[src/rtl/lcd_pkg.sv]
`default_nettype none
// +-------------------------------------------------------------------------+
// | lcd_pkg : shared HD44780 bus constants, state encoding, address helpers |
// | Rev 1.0                                                                 |
// +-------------------------------------------------------------------------+
package lcd_pkg;

  localparam logic [7:0] c_OP_SET_DDRAM = 8'h80;
  localparam logic [7:0] c_OP_SET_CGRAM = 8'h40;
  localparam logic [7:0] c_OP_FUNC_SET  = 8'h20;
  localparam logic [7:0] c_OP_SHIFT     = 8'h10;
  localparam logic [7:0] c_OP_DISP_CTRL = 8'h08;
  localparam logic [7:0] c_OP_ENTRY     = 8'h04;
  localparam logic [7:0] c_OP_HOME      = 8'h02;
  localparam logic [7:0] c_OP_CLEAR     = 8'h01;
  localparam logic [7:0] c_OP_NOP_MASK  = c_OP_SET_CGRAM | c_OP_FUNC_SET | c_OP_SHIFT;

  localparam logic [6:0] c_LINE1_BASE = 7'h00;
  localparam logic [6:0] c_LINE2_BASE = 7'h40;
  localparam logic [6:0] c_LINE1_END  = 7'h27;
  localparam logic [6:0] c_LINE2_END  = 7'h67;
  localparam logic [6:0] c_LINE_LEN   = 7'd40;
  localparam logic [7:0] c_BLANK      = 8'h20;
  localparam int         c_DDRAM_DEPTH = 80;

  typedef enum logic [1:0] {
    ST_IDLE  = 2'd0,
    ST_BUSY  = 2'd1,
    ST_CLEAR = 2'd2
  } lcd_state_t;

  function automatic logic addr_valid(input logic [6:0] a);
    return (a <= c_LINE1_END) || ((a >= c_LINE2_BASE) && (a <= c_LINE2_END));
  endfunction

  function automatic logic [6:0] addr_to_idx(input logic [6:0] a);
    return a[6] ? (a - c_LINE2_BASE + c_LINE_LEN) : a;
  endfunction

  // Line ends chain into each other so the counter never leaves the valid map.
  function automatic logic [6:0] addr_step(input logic [6:0] a, input logic inc);
    if (inc) begin
      if (a == c_LINE1_END) return c_LINE2_BASE;
      if (a == c_LINE2_END) return c_LINE1_BASE;
      return a + 7'd1;
    end
    if (a == c_LINE1_BASE) return c_LINE2_END;
    if (a == c_LINE2_BASE) return c_LINE1_END;
    return a - 7'd1;
  endfunction

endpackage
`default_nettype wire

[src/rtl/lcd_ddram.sv]
`default_nettype none
// +-------------------------------------------------------------------------+
// | lcd_ddram : 80x8 display RAM, synchronous write, asynchronous read      |
// | Rev 1.0                                                                 |
// +-------------------------------------------------------------------------+
module lcd_ddram #(
  parameter int DEPTH = 80
) (
  input  logic       clk,
  input  logic       i_we,
  input  logic [6:0] i_wr_idx,
  input  logic [7:0] i_wr_data,
  input  logic [6:0] i_rd_idx,
  output logic [7:0] o_rd_data
);

  logic [7:0] r_mem [0:DEPTH-1];

  always_ff @(posedge clk) begin
    if (i_we && (i_wr_idx < 7'(DEPTH))) begin
      r_mem[i_wr_idx] <= i_wr_data;
    end
  end

  assign o_rd_data = (i_rd_idx < 7'(DEPTH)) ? r_mem[i_rd_idx] : 8'h00;

endmodule
`default_nettype wire

[src/rtl/lcd_bus_receiver.sv]
`default_nettype none
// +-------------------------------------------------------------------------+
// | lcd_bus_receiver : HD44780-style 8-bit bus slave with DDRAM and busy    |
// | Rev 1.0                                                                 |
// +-------------------------------------------------------------------------+
module lcd_bus_receiver
  import lcd_pkg::*;
#(
  parameter int BUSY_CYCLES  = 100,
  parameter int CLEAR_CYCLES = 200
) (
  input  logic       clk,
  input  logic       rst,
  input  logic       lcd_e,
  input  logic       lcd_rs,
  input  logic       lcd_rw,
  input  logic [7:0] lcd_db,
  output logic       busy,
  output logic       cmd_valid,
  output logic [7:0] cmd_code,
  output logic       char_valid,
  output logic [7:0] char_code,
  output logic [6:0] char_addr,
  output logic [6:0] addr_cnt,
  output logic       disp_on,
  output logic       err,
  input  logic [6:0] rd_addr,
  output logic [7:0] rd_data
);

  localparam int CNT_MAX = (BUSY_CYCLES > CLEAR_CYCLES) ? BUSY_CYCLES : CLEAR_CYCLES;
  localparam int CNT_W   = $clog2(CNT_MAX + 1);
  localparam logic [CNT_W-1:0] c_BUSY_LOAD  = CNT_W'(BUSY_CYCLES - 1);
  localparam logic [CNT_W-1:0] c_CLEAR_LOAD = CNT_W'(CLEAR_CYCLES - 1);
  localparam logic [CNT_W-1:0] c_RESET_LOAD = CNT_W'(CLEAR_CYCLES);
  localparam logic [CNT_W-1:0] c_ONE        = CNT_W'(1);

  lcd_state_t       r_state;
  logic [CNT_W-1:0] r_cnt;
  logic [6:0]       r_fill_idx;
  logic             r_e_q;
  logic             r_inc;
  logic             r_busy, r_cmd_valid, r_char_valid, r_err, r_disp_on;
  logic [7:0]       r_cmd_code, r_char_code;
  logic [6:0]       r_char_addr, r_addr_cnt;

  logic       w_wr, w_cmd_ok, w_cmd_clr, w_fill_we, w_data_we, w_mem_we;
  logic [6:0] w_mem_idx, w_rd_idx;
  logic [7:0] w_mem_data;

  assign w_wr      = r_e_q & ~lcd_e & ~lcd_rw;
  assign w_data_we = w_wr & lcd_rs & (r_state == ST_IDLE);
  // Gated by rst so the held-in-reset fill pointer never touches the RAM.
  assign w_fill_we = rst && (r_state == ST_CLEAR) && (r_fill_idx < 7'(c_DDRAM_DEPTH));

  assign w_mem_we   = w_data_we | w_fill_we;
  assign w_mem_idx  = w_fill_we ? r_fill_idx : addr_to_idx(r_addr_cnt);
  assign w_mem_data = w_fill_we ? c_BLANK : lcd_db;
  assign w_rd_idx   = addr_valid(rd_addr) ? addr_to_idx(rd_addr) : 7'h7F;

  always_comb begin
    w_cmd_ok  = 1'b0;
    w_cmd_clr = 1'b0;
    if (|(lcd_db & c_OP_SET_DDRAM)) begin
      w_cmd_ok = addr_valid(lcd_db[6:0]);
    end else if (lcd_db == c_OP_CLEAR) begin
      w_cmd_ok  = 1'b1;
      w_cmd_clr = 1'b1;
    end else begin
      w_cmd_ok = (lcd_db != 8'h00);
    end
  end

  always_ff @(posedge clk or negedge rst) begin
    if (!rst) begin
      r_state      <= ST_CLEAR;
      r_cnt        <= c_RESET_LOAD;
      r_fill_idx   <= '0;
      r_e_q        <= 1'b0;
      r_inc        <= 1'b1;
      r_busy       <= 1'b0;
      r_cmd_valid  <= 1'b0;
      r_char_valid <= 1'b0;
      r_err        <= 1'b0;
      r_disp_on    <= 1'b0;
      r_cmd_code   <= '0;
      r_char_code  <= '0;
      r_char_addr  <= '0;
      r_addr_cnt   <= '0;
    end else begin
      r_e_q        <= lcd_e;
      r_cmd_valid  <= 1'b0;
      r_char_valid <= 1'b0;
      r_err        <= 1'b0;
      if (w_fill_we) r_fill_idx <= r_fill_idx + 7'd1;
      case (r_state)
        ST_IDLE: begin
          if (w_wr) begin
            if (lcd_rs) begin
              r_char_valid <= 1'b1;
              r_char_code  <= lcd_db;
              r_char_addr  <= r_addr_cnt;
              r_addr_cnt   <= addr_step(r_addr_cnt, r_inc);
              r_state      <= ST_BUSY;
              r_cnt        <= c_BUSY_LOAD;
              r_busy       <= 1'b1;
            end else if (!w_cmd_ok) begin
              r_err <= 1'b1;
            end else begin
              r_cmd_valid <= 1'b1;
              r_cmd_code  <= lcd_db;
              r_busy      <= 1'b1;
              if (|(lcd_db & c_OP_SET_DDRAM)) begin
                r_addr_cnt <= lcd_db[6:0];
              end else if (!(|(lcd_db & c_OP_NOP_MASK))) begin
                if (|(lcd_db & c_OP_DISP_CTRL)) begin
                  r_disp_on <= lcd_db[2];
                end else if (|(lcd_db & c_OP_ENTRY)) begin
                  r_inc <= lcd_db[1];
                end else begin
                  r_addr_cnt <= '0;
                  if (w_cmd_clr) r_inc <= 1'b1;
                end
              end
              if (w_cmd_clr) begin
                r_state    <= ST_CLEAR;
                r_cnt      <= c_CLEAR_LOAD;
                r_fill_idx <= '0;
              end else begin
                r_state <= ST_BUSY;
                r_cnt   <= c_BUSY_LOAD;
              end
            end
          end
        end
        default: begin
          if (w_wr) r_err <= 1'b1;
          if (r_cnt == '0) begin
            r_state <= ST_IDLE;
            r_busy  <= 1'b0;
          end else begin
            r_cnt  <= r_cnt - c_ONE;
            r_busy <= 1'b1;
          end
        end
      endcase
    end
  end

  lcd_ddram #(.DEPTH(c_DDRAM_DEPTH)) u_ddram (
    .clk       (clk),
    .i_we      (w_mem_we),
    .i_wr_idx  (w_mem_idx),
    .i_wr_data (w_mem_data),
    .i_rd_idx  (w_rd_idx),
    .o_rd_data (rd_data)
  );

  assign busy       = r_busy;
  assign cmd_valid  = r_cmd_valid;
  assign cmd_code   = r_cmd_code;
  assign char_valid = r_char_valid;
  assign char_code  = r_char_code;
  assign char_addr  = r_char_addr;
  assign addr_cnt   = r_addr_cnt;
  assign disp_on    = r_disp_on;
  assign err        = r_err;

endmodule
`default_nettype wire

[config.mk]
export PLATFORM = sky130hd
export DESIGN_NAME = lcd_bus_receiver
export DESIGN_NICKNAME = d
export VERILOG_FILES = /design/src/rtl/lcd_pkg.sv /design/src/rtl/lcd_ddram.sv /design/src/rtl/lcd_bus_receiver.sv
export SDC_FILE = /design/constraint.sdc
export NUM_CORES = 1
export LEC_CHECK = 0
export ABC_CLOCK_PERIOD_IN_PS = 4100
export CORE_MARGIN = 5
export CORE_UTILIZATION = 50
export CTS_CLUSTER_DIAMETER = 30
export DETAILED_ROUTE_END_ITERATION = 7
export PLACE_DENSITY = 0.71
export SKIP_CTS_REPAIR_TIMING = 1
export SLEW_MARGIN = 20
export SYNTH_ARGS = -nofsm -noshare
export SYNTH_HDL_FRONTEND = slang
export SYNTH_SLANG_ARGS = --single-unit
[constraint.sdc]
create_clock -name clk -period 4.1 [get_ports clk]
set_input_delay 0.82 -clock clk [delete_from_list [all_inputs] [get_ports clk]]
set_output_delay 0.82 -clock clk [all_outputs]
set_load 0.05 [all_outputs]
# == Word-level counts from Yosys, hierarchy flattened ==
# Memories as Yosys holds them, arrays and structs flattened.
# Cells that the tools add are included.
# totals
wordCells,168
register_bits,54
mem_bits_rw,640
mem_count,1
inputBits,20
# classes
addsub,8
n_eq_ne,11
n_lt_le_gt_ge,9
reduce_logical,23
n_bitwise,11
mux,91
# memory_table
memory,depth,width,rd,rd_ports_with_merged_regs,wr,line_no,source
u_ddram.r_mem,80,8,1,0,1,lcd_ddram.sv:17,logic [7:0] r_mem [0:DEPTH-1];
# ops
operator,count
$mux 7,26
$mux 8,8
$mux 1,51
$lt 7x7->1 const B,3
$add 7x1->7 const B,2
$add 7x6->7 const B,2
$eq 7x7->1 const B,2
$ge 7x7->1 const B,2
$le 7x6->1 const B,2
$le 7x7->1 const B,2
$sub 7x7->7 const B,2
$mux 2,6
$reduce_and 3->1,3
$eq 8x1->1 const B,1
$logic_not 8->1,1
$reduce_and 8->1,1
$reduce_bool 8->1,1
$sub 8x1->8 const B,1
$eq 7x6->1 const B,1
$logic_not 7->1,1
$reduce_and 7->1,1
$sub 7x1->7 const B,1
$ne 3x2->1 const B,2
$ne 3x3->1 const B,2
other kinds (13),29

# == Logic depth before layout (Yosys ltp) ==
# Gate-level depths: netlist of the first run.
# logic_depth
ltp_word,20
depth_mapped,14
mapped_depth_nobuf,9

# == By module ==
# Synthesis of the first run repeated with hierarchy kept, for this count alone.
# unflattened
cells_unflattened,1515
area_unflattened_um2,28096.9
# by_module_without_submodules
mod,area_per_inst_um2,n_inst,cells_per_inst
lcd_ddram,24902.6,1,1164
lcd_bus_receiver,3194.3,1,351

# == Worst setup path after synthesis of the first run ==
# OpenSTA, ideal clock, no wires.
# synth_timing
path_kind,input to output
start,input rd_addr[4]
end,output rd_data[5]
stages,12
t_arrival_ps,3702
path_slack_ps,-422
cell_sequence,inv_1 ha_1 buf_4 nand2b_1 buf_4 buf_4 o2bb2ai_1 a221oi_1 a21oi_1 a211oi_1 nor3_1 o31ai_1
# synth_via
elab_chain_len,6
word_cells_on_any_way,12
cone_classes,add/sub (2); order compare (4); mux (3); reduce/logical (2); memory (1)
# synth_rtl
element,line_no,source
"start, declared",lcd_bus_receiver.sv:27,"input logic [6:0] rd_addr,"
$sub 7x7->7 (tied with other cells),lcd_pkg.sv:37,return a[6] ? (a - c_LINE2_BASE + c_LINE_LEN) : a;
$add 7x6->7 or $logic_and 1x1->1 (tied branches),"lcd_pkg.sv:37, lcd_pkg.sv:33",
$mux 7 or $logic_or 1x1->1 (tied branches),"lcd_pkg.sv:37, lcd_pkg.sv:33",
$mux 7 (*),lcd_bus_receiver.sv:59,assign w_rd_idx = addr_valid(rd_addr) ? addr_to_idx(rd_addr) : 7'h7F;
$mem_v2 80x8 or $lt 7x7->1 (tied branches),-,
$mux 8 (*),lcd_ddram.sv:25,assign o_rd_data = (i_rd_idx < 7'(DEPTH)) ? r_mem[i_rd_idx] : 8'h00;
"end, declared",lcd_bus_receiver.sv:28,output logic [7:0] rd_data
# Mark *: on every way between the ends. The rest lies on a longest branch, timed or not.

# == Worst setup path after layout of the first run ==
# layout_timing
start,input rd_addr[4]
end,output rd_data[2]
# The elaborated chain is that of the path after synthesis.

==> run metrics, run 1 <==
Clock Power Share 49.9%; # fillers 3,927; register area 20,580 um2; largest area contributor in the netlist edfxtp_1; Initial Util 50.44%; synthesis-to-layout area growth 27.88%; Crit-path slowest cell o31ai_4; post-route ant nets 0; number of synthesized flops with an enable pin 640; Startpoint Class input pin; WS Path Type in2out; CTS Buffer Depth 3; antenna violations before repair 0; largest net degree at the start of global routing 81; Die ar. 64,400 um2; Die Span Y 253.8 um; Total Routing Usage GR 24.98%; Reg clk slew, reported paths 0.05 ns; Period Utilization, post-route 103.0%; wire per inst 24.90 um; Routed WL 81,390 um; slew margin rel. 32.39%; Final Skew 0.02428 ns; CTS tree done; DR vias/cell 6.283; fin worst setup slack -0.1237 ns; DRT Pass-1 Iters 8; fin crit period 4.224 ns; P_leak 0.01311 uW; top cell type's share of synthesized area 64.68%; Initial DRC Count 2,463; Pint 16,350 uW; fmax 0.2368 GHz; footprint of the multi-input gates 8786 um2; failing checks setup timing; CP max FO 8; synth top area cells edfxtp_1 (65%), dfrtp_1 (4.1%), nor2_1 (2.8%); RSZ-0062 raised after global routing true; clk root buf clkbuf_16; Peak VDD IR 0.5064 mV; Num CTS Buffers 130; vias in the first global route 20,610; WHS 0.3040 ns; Most used DFF post-synth edfxtp_1; share of layout cells above drive strength 1 25.89%; via count 20,530; Async SR Flop Fraction 7.781%; setup TNS -0.5263 ns; input/output buffers 62; layer with the highest usage met2; Rows 89; final hold viol count 0; Yosys cell types 75; Hold/Removal Path Class in2async; Ports 63; crit-path cells buf_8 -> inv_6 -> buf_6 -> ha_4 -> and4_1 -> o211ai_1 -> buf_4 -> buf_6 -> a2bb2oi_4 -> buf_12 -> buf_12 -> buf_6 -> a221oi_4 -> o21ai_2 -> nand4_1 -> o31ai_4 -> buf_12; Place WS -0.6890 ns; first-pass GRT wire length 123,000 um; Post-Syn Area per Cell 14.12 um2; met3 GRT Util 6.509%; slowest cell delay on critical path 0.35 ns; H-Tree Depth 4; synthesized area 29,710 um2; pwr dens 577.8 nW/um2; CP required 3.28 ns; met1 Use GR 33.37%; # clock sinks 694; GRT overflow 0; hpwl dp 48,630 um; Final GP Congestion 0.9086; buffers and inverters on the worst path 9; fin area 38,000 um2; Syn Inst Count 2,104; Max-cap violations 0; Slew @ Worst Pin 1.014 ns; Final setup viols 7; Syn Nets 2,134; Core Box Area 58,910 um2; cell family with most CP delay buffers and inverters; Yosys warnings 0; Slew Limit Fails 0; clk_lat worst skew 0.68 ns; DR DRC count 0; ant diodes 0; met2 GRT Util 39.36%; status finished, violations left; # placed instances 3,021; layout net count 2,421; Comb pwr share 13.2%; Worst EP arrival 3.40 ns; sequential fraction of the synthesis area 69.25%; die width 253.8 um; placed cell area 32,970 um2; Non-Filler Instances 3,268; Worst setup EP type primary output; Yosys reg bits 694; Sequential Power Share 36.9%; Switching Fraction 25.55%; Switching Power 5608 uW
[power by group through the flow]
| stage | Sequential (uW) | Clock, uW | Combinational (uW) |
|---|---|---|---|
| after floorplan | 8620 | 0 | 1260 |
| after global placement | 8210 | 0 | 2700 |
| after detailed placement | 8220 | 0 | 2750 |
| after CTS | 8100 | 11100 | 2780 |
| after global routing | 8130 | 11400 | 3070 |
| final | 8110 | 10900 | 2900 |
[per-layer routing]
metal	vias to the layer above	share of wire, %
li1	8892	-
met1	10090	38
met2	1323	47
met3	229	11
met4	0	3.6
met5	-	0
[registers in the layout (all words and copies together), names as in the netlist]
register	flops
cmd_code	8
err	1
cmd_valid	1
u_ddram.r_mem	640
busy	1
disp_on	1
r_cnt	8
addr_cnt	7
r_e_q	1
r_inc	1
r_state	2
r_fill_idx	7
char_code	8
char_valid	1
char_addr	7
[worst reg2reg max path, cell delays in order (launching register included)]
cell     delay, ns
dfrtp_1       0.60
inv_1         0.20
ha_1          0.37
mux2i_1       0.09
o21ai_0       0.45
o211a_1       0.26
nand2_1       0.28
nor2_1        0.66
[layout by cell type (no fill, tap or decap), types with 27 or more instances in the layout]
| cell | count |
|---|---|
| clkdlybuf4s50_1 | 46 |
| buf_12 | 45 |
| mux2i_1 | 83 |
| clkbuf_16 | 136 |
| a211oi_1 | 81 |
| nand2_1 | 90 |
| or3_1 | 47 |
| nor2_1 | 221 |
| mux4_2 | 30 |
| dfrtp_1 | 49 |
| o21ai_0 | 129 |
| a221oi_1 | 27 |
| edfxtp_1 | 640 |
| buf_4 | 199 |
| nor3_1 | 73 |
| a21oi_1 | 40 |
| mux2_2 | 50 |
[worst paths after layout]
check                              from              endpoint  slack, ns  cells past startpoint
setup reg to reg            addr_cnt[3]  u_ddram.r_mem[25][1]       0.80                      7
setup / recovery             rd_addr[4]            rd_data[2]      -0.12                     17
min in group clk           char_addr[1]          char_addr[1]       0.49                      2
max in group asynchronous           rst           cmd_code[6]       3.34                      2
hold reg to reg            char_addr[1]          char_addr[1]       0.49                      2
hold / removal                      rst         r_fill_idx[2]       0.30                      2
[layout make-up]
| type | instances | share of cell area (%) |
|---|---|---|
| clock inverter | 86 | 2.832 |
| clock buffer | 150 | 9.121 |
| sequential | 694 | 54.15 |
| multi-input combinational | 1241 | 23.12 |
| inverter | 17 | 0.1877 |
| tap | 773 | 2.545 |
| timing repair buffer | 307 | 8.044 |
[metrics by stage]
stage | power [uW] | utilization (%)
global route | 22640 | 64.51
floorplan | 9883 | -
CTS | 21940 | 63.68
global placement | 10910 | 55.97
detailed placement | 10970 | 55.97
finish | 21950 | 64.51
[cell usage after synthesis (all sizes together) (5+ instances only)]
| library cell | n |
|---|---|
| a211o | 8 |
| a211oi | 92 |
| a21boi | 9 |
| a21oi | 44 |
| a221o | 8 |
| a221oi | 37 |
| a22o | 10 |
| a22oi | 5 |
| a311oi | 7 |
| a31oi | 15 |
| and2 | 11 |
| buf | 77 |
| clkbuf | 75 |
| dfrtp | 49 |
| dfstp | 5 |
| edfxtp | 640 |
| ha | 10 |
| inv | 17 |
| mux2 | 50 |
| mux2i | 83 |
| mux4 | 30 |
| nand2 | 92 |
| nand2b | 13 |
| nand3 | 23 |
| nand3b | 6 |
| nand4 | 18 |
| nor2 | 225 |
| nor2b | 20 |
| nor3 | 74 |
| o2111ai | 17 |
| o211ai | 22 |
| o21ai | 146 |
| o221ai | 13 |
| o22ai | 20 |
| o2bb2ai | 24 |
| o31ai | 10 |
| or3 | 48 |
| xnor2 | 5 |
| xor2 | 5 |
[kinds of logic (layout without fill, tap and decap cells)]
logic type               Yosys count  count (layout)  synth area share, %
AO/OA/AOI/OAI                    508             508                11.83
XOR/XNOR                          10              10               0.2947
adder cells (fa/ha/maj)           10              10               0.4211
buffers and inverters            169             560                2.564
flip-flops                       694             694                69.25
multiplexers                     163             163                6.965
AND/OR/NAND/NOR                  550             550                8.683
No activity file was read; power rests on OpenSTA's default activity.
==> inputs of run 2 (changes only) <==
--- a/config.mk
+++ b/config.mk
@@ -7,10 +7,10 @@
 export LEC_CHECK = 0
 export ABC_CLOCK_PERIOD_IN_PS = 4100
 export CORE_MARGIN = 5
-export CORE_UTILIZATION = 50
-export CTS_CLUSTER_DIAMETER = 30
+export CORE_UTILIZATION = 62
+export CTS_CLUSTER_DIAMETER = 60
 export DETAILED_ROUTE_END_ITERATION = 7
-export PLACE_DENSITY = 0.71
+export PLACE_DENSITY = 0.85
 export SKIP_CTS_REPAIR_TIMING = 1
 export SLEW_MARGIN = 20
 export SYNTH_ARGS = -nofsm -noshare
==> run metrics, run 2 (synthesis results as in run 1) <==
status finished, violations left; failing checks setup timing; Peak VDD IR 0.6007 mV; Reg clk slew, reported paths 0.06 ns; clk_lat worst skew 0.61 ns; Hold/Removal Path Class in2async; input/output buffers 62; max FFs per register 640; Slew @ Worst Pin 1.107 ns; final hold viol count 0; antenna violations before repair 1; Crit-path slowest cell o31ai_4; H-Tree Depth 3; Slew Limit Fails 0; Initial DRC Count 3,601; Biggest register u_ddram.r_mem; Max-cap violations 0; CP required 3.28 ns; footprint of the multi-input gates 9080 um2; hpwl dp 49,330 um; Final GP Congestion 0.9352; Ports 63; RSZ-0062 raised after global routing true; Period Utilization, post-route 104.4%; # placed instances 2,838; Die ar. 52,400 um2; Final setup viols 8; pwr dens 485.8 nW/um2; Die Span Y 228.9 um; Num CTS Buffers 69; P_leak 0.01199 uW; Final Skew 0.02658 ns; Startpoint Class input pin; fin worst setup slack -0.1820 ns; setup TNS -0.6470 ns; die width 228.9 um; Worst EP arrival 3.46 ns; commonest non-fill, non-tap cells in the layout edfxtp_1 (640), nor2_1 (221), buf_4 (186); Total Routing Usage GR 29.93%; Place WS -0.8474 ns; GRT overflow 0; layout net count 2,349; vias in the first global route 20,110; Initial Util 62.50%; share of layout cells above drive strength 1 23.13%; DRT Pass-1 Iters 8; commonest non-fill, non-tap cell in the layout edfxtp_1; DR vias/cell 6.999; Core Box Area 47,550 um2; CTS tree done; Worst R2R End u_ddram.r_mem[20][0]; fin crit period 4.282 ns; reg2reg start addr_cnt[3]; R2R setup slack 0.51 ns; wire per inst 27.85 um; # clock sinks 694; largest net degree at the start of global routing 81; WS Path Type in2out; FF-to-FF path depth 7; cell repeated most along the worst path buf_4; CP max FO 16; WHS 0.3726 ns; placed cell area 32,510 um2; Routed WL 83,090 um; register area 20,580 um2; slowest cell delay on critical path 0.39 ns; post-route ant nets 0; synthesis-to-layout area growth 20.04%; via count 20,890; fin area 35,670 um2; crit-path cells buf_4 -> inv_4 -> ha_4 -> nor2b_4 -> buf_6 -> clkbuf_16 -> nor3_1 -> o21ai_0 -> a211oi_1 -> o21ai_1 -> buf_4 -> nand4_1 -> o31ai_4 -> buf_12; first-pass GRT wire length 120,700 um; Worst setup EP type primary output; clk root buf clkbuf_16; DR DRC count 0; fmax 0.2335 GHz; slew margin rel. 26.18%; CTS Buffer Depth 3; # fillers 2,619; Non-Filler Instances 2,984; Rows 80; ant diodes 0
[run 2: cell count changes in the layout (fill, tap and decap cells not counted), moves of 5 or more]
cell | before | now
a221oi_1 | 27 | 22
clkinv_2 | 19 | 11
a211oi_4 | 0 | 8
o21ai_1 | 11 | 23
o21ai_0 | 129 | 119
buf_12 | 45 | 40
inv_6 | 13 | 1
a211oi_2 | 11 | 29
a211oi_1 | 81 | 55
buf_4 | 199 | 186
clkbuf_16 | 136 | 74
clkinvlp_4 | 12 | 5
clkinv_4 | 9 | 0
bufinv_16 | 21 | 7
[run 2: through the flow]
step | utilization (%) | total power, uW
2_1_floorplan | - | 9883
3_3_place_gp | 68.38 | 10840
3_5_place_dp | 68.38 | 10930
4_1_cts | 73.01 | 17130
5_1_grt | 75.02 | 17830
6_report | 75.02 | 17330
[run 2: worst max-delay path by stage]
stage / from / end / slack (ns) / depth (start not counted)
6_report: rd_addr[3] / rd_data[5] / -0.18 / 14
5_1_grt: rd_addr[3] / rd_data[5] / -0.24 / 14
4_1_cts: rd_addr[3] / rd_data[1] / -0.85 / 12
3_5_place_dp: rd_addr[3] / rd_data[1] / -0.85 / 12
3_3_place_gp: rd_addr[3] / rd_data[1] / -0.81 / 12
2_1_floorplan: rd_addr[4] / rd_data[5] / -0.02 / 12
[run 2: metal layers]
layer | GRT usage (%) | vias to the layer above | routed length, um
met4 | 13.04 | 2 | 4054
li1 | - | 8678 | -
met3 | 5.789 | 358 | 9434
met1 | 40.17 | 10220 | 29250
met5 | 0 | - | 9
met2 | 48.47 | 1631 | 40340
[run 2: area by class of cell]
| type | count | share of cell area [%] |
|---|---|---|
| Clock inverter | 37 | 1.031 |
| Inverter | 17 | 0.1929 |
| Timing Repair Buffer | 296 | 8.331 |
| Clock buffer | 84 | 5.146 |
| Sequential cell | 694 | 57.69 |
| Multi-Input combinational cell | 1241 | 25.46 |
| Tap cell | 615 | 2.157 |
[run 2: power breakdown]
| part | switching (uW) | leakage [uW] | internal, uW |
|---|---|---|---|
| clock | 2660 | 0.00107 | 3630 |
| combinational | 1920 | 0.00451 | 1030 |
| sequential | 182 | 0.00640 | 7910 |
[run 2: worst max-delay path: cells and delay by family]
kind	cells	cell delay, ns
AOI/OAI and AO/OA	4	1.02
buffers and inverters	6	0.89
and+or+nand+nor	3	0.54
adders and majority gates	1	0.17
